### src/rtl/pipe_hazard_ctrl.sv
// Hazard and sequencing controller for the 4-stage vector pipeline: RAW scoreboard, branch hold, wrong-path flush.
// Define HAZARD_PERF_CNT_EN to add the stall_cycles / flush_count performance counter outputs.
module pipe_hazard_ctrl #(
   parameter int selectionBits = 4,
   parameter int pipeDepth     = 3,
   parameter int cntWidth      = 16
) (
   input  logic                     clk,
   input  logic                     rst,
   input  logic                     dec_valid,
   input  logic [selectionBits-1:0] dec_rs1,
   input  logic                     dec_rs1_used,
   input  logic [selectionBits-1:0] dec_rs2,
   input  logic                     dec_rs2_used,
   input  logic [selectionBits-1:0] dec_rd,
   input  logic                     dec_wr,
   input  logic                     dec_branch,
   input  logic                     wb_valid,
   input  logic [selectionBits-1:0] wb_rd,
   input  logic                     wb_wr,
   input  logic                     wb_branch_done,
   input  logic                     wb_branch_taken,
   output logic                     issue,
   output logic                     stall,
   output logic                     bubble,
   output logic                     flush,
   output logic [1:0]               state,
   output logic                     sb_err
`ifdef HAZARD_PERF_CNT_EN
   ,
   output logic [cntWidth-1:0]      stall_cycles,
   output logic [cntWidth-1:0]      flush_count
`endif
);

   localparam int NumRegs = 2 ** selectionBits;
   localparam int SbW     = $clog2(pipeDepth + 1);
   localparam logic [SbW-1:0] SbMax = SbW'(pipeDepth);

   typedef enum logic [1:0] {
      RUN     = 2'd0,
      BR_WAIT = 2'd1,
      FLUSH   = 2'd2
   } state_e;

   if (cntWidth < 1 || pipeDepth < 1) begin : g_bad_params
      $error("pipe_hazard_ctrl: cntWidth and pipeDepth must be at least 1");
   end

   state_e               state_q, state_d;
   logic [SbW-1:0]       cnt_q [NumRegs];
   logic [SbW-1:0]       cnt_d [NumRegs];
   logic                 sb_err_q, sb_err_d;
   logic [NumRegs-1:0]   inc_hit, dec_hit;
   logic                 hz, sb_evt, fsm_evt;

   // Counters are registered, so a write retiring this cycle releases its reader only next cycle.
   assign hz = (dec_rs1_used && cnt_q[dec_rs1] != '0) ||
               (dec_rs2_used && cnt_q[dec_rs2] != '0);

   always_comb begin
      state_d = state_q;
      issue   = 1'b0;
      stall   = 1'b0;
      bubble  = 1'b0;
      flush   = 1'b0;
      fsm_evt = 1'b0;
      if (!rst) begin
         unique case (state_q)
            RUN: begin
               issue   = dec_valid && !hz;
               stall   = dec_valid && hz;
               bubble  = !issue;
               fsm_evt = wb_branch_done;
               if (issue && dec_branch) state_d = BR_WAIT;
            end
            BR_WAIT: begin
               stall  = 1'b1;
               bubble = 1'b1;
               if (wb_branch_done) state_d = wb_branch_taken ? FLUSH : RUN;
            end
            FLUSH: begin
               flush   = 1'b1;
               bubble  = 1'b1;
               fsm_evt = wb_branch_done;
               state_d = RUN;
            end
            default: state_d = RUN;
         endcase
      end
   end

   assign inc_hit = (issue && dec_wr)    ? (NumRegs'(1) << dec_rd) : '0;
   assign dec_hit = (wb_valid && wb_wr)  ? (NumRegs'(1) << wb_rd)  : '0;

   always_comb begin
      sb_evt = 1'b0;
      for (int i = 0; i < NumRegs; i++) begin
         cnt_d[i] = cnt_q[i];
         if (inc_hit[i] && !dec_hit[i]) begin
            if (cnt_q[i] == SbMax) sb_evt = 1'b1;
            else                   cnt_d[i] = cnt_q[i] + SbW'(1);
         end else if (dec_hit[i] && !inc_hit[i]) begin
            if (cnt_q[i] == '0) sb_evt = 1'b1;
            else                cnt_d[i] = cnt_q[i] - SbW'(1);
         end
      end
      sb_err_d = sb_err_q || sb_evt || fsm_evt;
   end

   // NOTE: the scoreboard is a register array, not RAM, so it is reset like any other state;
   // sequential state is updated with non-blocking assignments only.
   always_ff @(posedge clk or posedge rst) begin
      if (rst) begin
         state_q  <= RUN;
         sb_err_q <= 1'b0;
         for (int i = 0; i < NumRegs; i++) cnt_q[i] <= '0;
      end else begin
         state_q  <= state_d;
         sb_err_q <= sb_err_d;
         for (int i = 0; i < NumRegs; i++) cnt_q[i] <= cnt_d[i];
      end
   end

   assign state  = state_q;
   assign sb_err = sb_err_q;

`ifdef HAZARD_PERF_CNT_EN
   logic [cntWidth-1:0] stall_cycles_q, stall_cycles_d;
   logic [cntWidth-1:0] flush_count_q, flush_count_d;

   always_comb begin
      stall_cycles_d = stall_cycles_q;
      flush_count_d  = flush_count_q;
      if (stall && stall_cycles_q != '1) stall_cycles_d = stall_cycles_q + cntWidth'(1);
      if (flush && flush_count_q != '1)  flush_count_d  = flush_count_q + cntWidth'(1);
   end

   always_ff @(posedge clk or posedge rst) begin
      if (rst) begin
         stall_cycles_q <= '0;
         flush_count_q  <= '0;
      end else begin
         stall_cycles_q <= stall_cycles_d;
         flush_count_q  <= flush_count_d;
      end
   end

   assign stall_cycles = stall_cycles_q;
   assign flush_count  = flush_count_q;
`endif

endmodule
### config.mk
export PLATFORM = sky130hd
export DESIGN_NAME = pipe_hazard_ctrl
export DESIGN_NICKNAME = d
export VERILOG_FILES = /design/src/rtl/pipe_hazard_ctrl.sv
export SDC_FILE = /design/constraint.sdc
export NUM_CORES = 1
export LEC_CHECK = 0
export ABC_CLOCK_PERIOD_IN_PS = 3400
export CORE_ASPECT_RATIO = 1.75
export CORE_MARGIN = 1
export CORE_UTILIZATION = 59
export CTS_BUF_LIST = sky130_fd_sc_hd__clkbuf_8
export CTS_CLUSTER_DIAMETER = 30
export CTS_CLUSTER_SIZE = 12
export DETAILED_ROUTE_END_ITERATION = 16
export GPL_TIMING_DRIVEN = 0
export PLACE_DENSITY = 0.79
export REMOVE_ABC_BUFFERS = 1
export SYNTH_ARGS = -nofsm -noshare
export SYNTH_HDL_FRONTEND = slang
export SYNTH_SLANG_ARGS = --single-unit
### constraint.sdc
create_clock -name clk -period 3.4 [get_ports clk]
set_clock_uncertainty 0.1 [all_clocks]
set_input_delay 0.34 -clock clk [delete_from_list [all_inputs] [get_ports clk]]
set_output_delay 0.34 -clock clk [all_outputs]
set_load 0.01 [all_outputs]
==> results of run 1 <==
## repair_timing
item / 4_1_cts / 5_1_grt
buffers inserted: 19 / 4
pin swaps: 3 / 2
setup endpoints to repair: 10 / 3
gates resized for setup: 7 / 14
gates cloned: 0 / 1
## layer usage
layer | up-vias | GRT usage (%)
met3 | 38 | 4.46
met1 | 1483 | 34.7
met2 | 117 | 60.8
met4 | 0 | 21.8
met5 | - | 0
li1 | 1517 | -
## synth_stat cells, drive strengths merged (3+ instances only)
cell type and n:
a21oi 8, a31oi 3, a32oi 4, and2 10, dfrtp 35, ha 36
inv 35, mux2i 3, mux4 10, nand2 54, nand3 17, nand3b 7
nand4 6, nor2 60, nor2b 16, nor3 7, nor4b 3, o21ai 44
o31ai 10
## area by class of cell
type / count / area share, %
clock buffer: 5 / 1.76
clock inverter: 3 / 1.12
inverter: 35 / 3.39
multi-input combinational: 323 / 56.6
sequential: 35 / 22.5
tap: 55 / 1.76
timing repair buffer: 56 / 12.9
## final timing paths
check | cells past startpoint | to | startpoint
max reg2reg | 12 | sb_err | cnt_q[21]
max in group asynchronous | 2 | cnt_q[30] | rst
min | 1 | cnt_q[6] | cnt_q[6]
min in group asynchronous | 2 | state[1] | rst
max | 12 | sb_err | cnt_q[21]
min reg2reg | 1 | cnt_q[6] | cnt_q[6]
## critical path, delay by kind of cell, from the launching register on
kind	cells	cell delay, ns
DFF	1	0.39
adders and majority gates	1	0.21
muxes	2	0.97
AOI/OAI and AO/OA	2	0.47
and+or+nand+nor	7	1.01
## power breakdown
part | internal, mW | total, mW | switching (mW)
logic | 0.216 | 0.446 | 0.230
clock network | 0.218 | 0.385 | 0.167
registers | 0.450 | 0.486 | 0.0363
## cell usage in the layout, fill, tap and decap left out, types with 3 or more instances in the layout
master,Yosys,routed
o21ai_0,44,44
clkbuf_8,0,5
nor4b_1,3,3
clkdlybuf4s50_1,0,30
and2_1,10,10
mux4_2,10,10
mux2i_1,3,3
buf_4,2,23
dfrtp_1,35,32
o31ai_1,10,10
a21oi_1,8,7
nor2b_1,16,16
nand2_1,54,54
dfrtp_2,0,3
nand3_1,17,16
nor2_1,60,58
nor3_1,7,6
inv_1,35,34
nand4_1,6,6
ha_1,36,32
nand3b_1,7,7
ha_2,0,4
a31oi_1,3,3
## through the flow
stage | hold WS (ns) | power (mW)
4_1_cts | 0.432 | 1.31
2_1_floorplan | 0.383 | 0.716
5_1_grt | 0.460 | 1.38
3_5_place_dp | 0.418 | 0.880
3_3_place_gp | 0.401 | 0.872
6_report | 0.420 | 1.32
## sequential cells by signal (all words and copies together), names as in the netlist
register	count
state	2
sb_err	1
cnt_q	32
## cell families (layout without fill, tap and decap cells)
kind of cell	Yosys count	count (layout)	synth area share (%)
compound gates	80	81	15.4
mux	15	15	8.75
flops	35	35	27.6
buf+inv	39	99	4.85
simple gates	189	189	28.6
fa+ha+maj	38	38	14.8
==> impl_results.md, run 1 <==
* Placer Congestion at 0.955
* Reg area at 880 µm²
* Slew Viols, Final at 0
* Top cells by area, synth: dfrtp_1 28%, ha_1 14%, mux4_2 7.1%, nor2_1 7.1%, o21ai_0 6.9%
* Pwr Density at 337 mW/mm²
* Clk buf depth at 2
* Clk pin slew, worst setup/hold paths at 0.08 ns
* Nature of the critical path endpoint: register
* M1 WL at 3310 µm
* Syn Inst Count at 396
* Vias in the first global route at 3,169
* Post-synth EDFFs at 0
* Pre-antenna DRT Iters at 11
* DR vias/cell at 6.16
* Max layer used: met4
* Largest net degree at the start of global routing at 39
* CTS tree: built
* DR WL met2 at 4800 µm
* # fillers at 412
* Setup CP Type: register to register
* Grt total ovfl at 0
* Sink Count at 35
* Pre-CTS WS at -0.741 ns
* Post-synth top flop: dfrtp_1
* Hold bufs inserted after CTS at 0
* WL/cell at 18.0 µm
* Root Buffer Master: clkbuf_8
* Failing checks: DRC
* Synth Area per Inst at 8.02 µm²
* Total GRT Usage at 33.5%
* Async set-or-reset flop fraction in the synthesized netlist at 100%
* Die span in y at 99.0 µm
* Post-route cell area at 0.00391 mm²
* Yosys top cell area share at 27.6%
* Nets at 519
* Cell Rows at 35
* Core Box Area at 0.00521 mm²
* Hold Fails Final Rpt at 0
* Area grow syn2layout at 23.2%
* Diode count at 0
* Max Clk Rate at 303 MHz
* CTS buffer count at 5
* Slew @ Worst Pin at 0.705 ns
* Hold crit path type: register to register
* DRT antenna net count at 0
* Multi-input logic area at 0.00221 mm²
* Post-DP Area at 0.00355 mm²
* Rel. slew slack at 53.0%
* CP max stage delay at 0.50 ns
* Initial Utilization at 60.9%
* Distinct cell type count after synthesis at 38
* Outcome: finished, violations left
* Mapped Area at 0.00317 mm²
* Seq cells post-synth at 35
* Die Footprint at 0.00569 mm²
* Boundary Pins at 34
* Max Cap Viol at 0
* Initial antenna violation count at 0
* Ys Warns at 0
* Die Width at 57.4 µm
* Period minus WS final at 3.30 ns
* Final period utilization at 97.0%
* H-tree depth at 2
* IO buf count at 33
* Sequential fraction of the synthesis area at 27.6%
* Critical Path Source Type: register
* Placed cells at 480
* Slowest cell on the critical path: mux4_2
* Setup-failing EPs final at 0
* DRC Markers at 3
* Worst Path Required at 3.47 ns
* Initial DRC Count at 134
* Final setup TNS at 0 ns
* Vias at 3,155
* R2r setup slk at 0.10 ns
* WL final at 9230 µm
* Clk_lat worst skew at 0.29 ns
* Worst setup margin at 0.103 ns
* Met3 wire len at 486 µm
* Yosys top cell by area: dfrtp_1
* Max FO, Critical Path at 6
* Post-DP HPWL at 6810 µm
* Maximum vdd drop at 0.000323 V
* Util after Layout at 75.1%
* Finished Layout Cells at 512
* Layout cell share with drive strength beyond 1 at 14.0%
* WP data arrival at 3.37 ns
* Leakage power at 1.74 nW
* Critical path cell sequence: nor2_1 > mux4_2 > mux4_2 > o22a_4 > nand4_1 > nor2_1 > ha_2 > and2_1 > a32oi_2 > nand4_1 > nor3_1 > nand2_1
* First-pass GRT wire length at 14,400 µm
Note: power is estimated with default switching activity, not from simulation.
==> run 2: changes to the inputs <==
--- a/config.mk
+++ b/config.mk
@@ -6,13 +6,15 @@
 export NUM_CORES = 1
 export LEC_CHECK = 0
 export ABC_CLOCK_PERIOD_IN_PS = 3400
+export CAP_MARGIN = 20
 export CORE_ASPECT_RATIO = 1.75
 export CORE_MARGIN = 1
-export CORE_UTILIZATION = 59
+export CORE_UTILIZATION = 67
 export CTS_BUF_LIST = sky130_fd_sc_hd__clkbuf_8
 export CTS_CLUSTER_DIAMETER = 30
 export CTS_CLUSTER_SIZE = 12
 export DETAILED_ROUTE_END_ITERATION = 16
+export DONT_BUFFER_PORTS = 1
 export GPL_TIMING_DRIVEN = 0
 export PLACE_DENSITY = 0.79
 export REMOVE_ABC_BUFFERS = 1
==> impl_results.md, run 2 (synthesized netlist as in run 1, its figures left out) <==
* DRC Markers at 0 (was 3)
* Post-DP HPWL at 6540 µm (was 6810 µm)
* DR vias/cell at 6.56 (was 6.16)
* Placer Congestion at 0.907 (was 0.955)
* Total GRT Usage at 35.8% (was 33.5%)
* Setup-failing EPs final at 0 (unchanged)
* Total Power at 1.13 mW (was 1.32 mW)
* Combinational share of power at 27.5% (was 33.8%)
* Util after Layout at 78.7% (was 75.1%)
* Vias in the first global route at 3,014 (was 3,169)
* DRT antenna net count at 0 (unchanged)
* Hold Fails Final Rpt at 4 (was 0)
* Nature of the critical path endpoint: register (unchanged)
* Clk buf depth at 2 (unchanged)
* Met2 Resource Use GR at 63.8% (was 60.8%)
* Critical path cell sequence: nor2_1 > mux4_2 > mux4_2 > o22a_4 > nand3_2 > nor2_1 > ha_2 > and2_1 > a32oi_2 > nand3_2 > nor3_2 > nand2_1 (was nor2_1 > mux4_2 > mux4_2 > o22a_4 > nand4_1 > nor2_1 > ha_2 > and2_1 > a32oi_2 > nand4_1 > nor3_1 > nand2_1)
* Placed cells at 444 (was 480)
* Root Buffer Master: clkbuf_8 (unchanged)
* CTS buffer count at 5 (unchanged)
* Hold slack final at -0.00939 ns (was 0.420 ns)
* Grt total ovfl at 0 (unchanged)
* Pwr Density at 320 mW/mm² (was 337 mW/mm²)
* Commonest non-fill, non-tap cell in the layout: nor2_1 (unchanged)
* Most frequent cells in the layout: 58 x nor2_1, 54 x nand2_1, 44 x o21ai_0, 35 x inv_1, 32 x ha_1 (was 58 x nor2_1, 54 x nand2_1, 44 x o21ai_0, 34 x inv_1)
* Net load switching power at 0.381 mW (was 0.433 mW)
* IO buf count at 0 (was 33)
* Critical Path Source Type: register (unchanged)
* Max FO, Critical Path at 7 (was 6)
* Worst Path Required at 3.47 ns (about the same)
* Clk_lat worst skew at 0.29 ns (about the same)
* Largest net degree at the start of global routing at 21 (was 39)
* First-pass GRT wire length at 12,800 µm (was 14,400 µm)
* CTS tree: built (unchanged)
* Leakage power at 1.58 nW (was 1.74 nW)
* WP data arrival at 3.44 ns (was 3.37 ns)
* Area grow syn2layout at 11.1% (was 23.2%)
* Die Width at 54.0 µm (was 57.4 µm)
* Nets at 481 (was 519)
* Maximum vdd drop at 0.000299 V (was 0.000323 V)
* CP max stage delay at 0.50 ns (about the same)
* Rel. slew slack at 45.1% (was 53.0%)
* WL final at 8550 µm (was 9230 µm)
* Initial Utilization at 70.8% (was 60.9%)
* Cell Rows at 32 (was 35)
* Slew @ Worst Pin at 0.823 ns (was 0.705 ns)
* CP top delay family: multiplexers (was simple AND/OR/NAND/NOR gates)
* Internal at 0.746 mW (was 0.885 mW)
* Core Box Area at 0.00448 mm² (was 0.00521 mm²)
* Boundary Pins at 34 (unchanged)
* Final setup TNS at 0 ns (unchanged)
* Max Cap Viol at 0 (unchanged)
* WL/cell at 18.2 µm (was 18.0 µm)
* Initial DRC Count at 144 (was 134)
* Seq pwr share at 44.7% (was 36.9%)
* Grt peak-use layer: met2 (unchanged)
* Clk pin slew, worst setup/hold paths at 0.07 ns (was 0.08 ns)
* M3 GR Usage at 6.50% (was 4.46%)
* Diode count at 0 (unchanged)
* Max Clk Rate at 296 MHz (was 303 MHz)
* Clock power frac at 27.8% (was 29.2%)
* Outcome: finished, violations left (unchanged)
* Die Footprint at 0.00503 mm² (was 0.00569 mm²)
* Period minus WS final at 3.37 ns (was 3.30 ns)
* Largest register FFs at 32 (unchanged)
* Biggest register: cnt_q (unchanged)
* Sink Count at 35 (unchanged)
* Hold bufs inserted after CTS at 0 (unchanged)
* Failing checks: hold timing (was DRC)
* Die span in y at 93.1 µm (was 99.0 µm)
* Final period utilization at 99.2% (was 97.0%)
* Hold crit path type: primary input to async pin (was register to register)
* H-tree depth at 2 (unchanged)
* Initial antenna violation count at 0 (unchanged)
* Finished Layout Cells at 469 (was 512)
* Unrepaired setup endpoints after global routing: no
* Slowest cell on the critical path: mux4_2 (unchanged)
* Setup CP Type: register to register (unchanged)
* Sw frac at 33.8% (was 32.9%)
* Layout cell share with drive strength beyond 1 at 14.1% (was 14.0%)
* Worst path bufs/invs at 0 (unchanged)
* Pre-antenna DRT Iters at 5 (was 11)
* M1 GR Usage at 34.0% (was 34.7%)
* Vias at 3,077 (was 3,155)
* Slew Viols, Final at 0 (unchanged)
run 2: changes by cell type in the layout (fill, tap and decap cells not counted), moves of 2 or more:
cell,previous run,this run
dlygate4sd2_1,2,0
nand3_2,0,2
clkdlybuf4s50_1,30,0
buf_4,23,17
run 2: worst reg2reg max path: cells and delay by family, from the launching register on:
family / cells / cell delay, ns
multiplexers: 2 / 0.97
AND/OR/NAND/NOR: 7 / 0.95
AO/OA/AOI/OAI: 2 / 0.60
flip-flops: 1 / 0.41
adder cells (fa/ha/maj): 1 / 0.21
run 2: area by class of cell:
type | count | area [µm²]
well taps | 51 | 63.8
multi-input cells | 322 | 2200
inverters | 35 | 131
fillers | 347 | 957
repair buffers | 19 | 160
flip-flops and latches | 35 | 881
clock inverters | 1 | 5.00
clock buffers | 6 | 82.6
run 2: worst paths after layout:
check                       endpoint       from  slack, ns  depth (start not counted)
min                         state[1]        rst     -0.009                          1
max                           sb_err  cnt_q[24]       0.03                         12
min in group clk            state[0]  dec_valid       0.12                          2
max reg2reg                   sb_err  cnt_q[24]       0.03                         12
min reg2reg                cnt_q[10]  cnt_q[10]       0.41                          1
max in group asynchronous  cnt_q[30]        rst       2.62                          2
run 2: stage by stage:
step,worst slack (ns),area [µm²]
floorplan,0.367,3150
global placement,-0.188,3220
detailed placement,-0.202,3240
CTS,0.0174,3360
global route,0.00407,3530
finish,0.0263,3530
run 2: layer usage:
layer	share of wire, %	wire length (µm)
met5	0	0
met4	7.3	628
met3	5.5	473
met2	51	4380
met1	36	3070
run 2: timing repair:
action	in CTS	in global routing
gates resized for setup	5	13
gates cloned	0	0
pin swaps	1	7
buffers inserted	1	17
setup endpoints to repair	1	2
run 2: power groups by stage:
stage	Clock [mW]	Sequential [mW]	Combinational, mW
floorplan	0	0.499	0.217
global placement	0	0.510	0.260
detailed placement	0	0.513	0.276
CTS	0.310	0.505	0.279
global route	0.328	0.508	0.338
finish	0.313	0.503	0.310
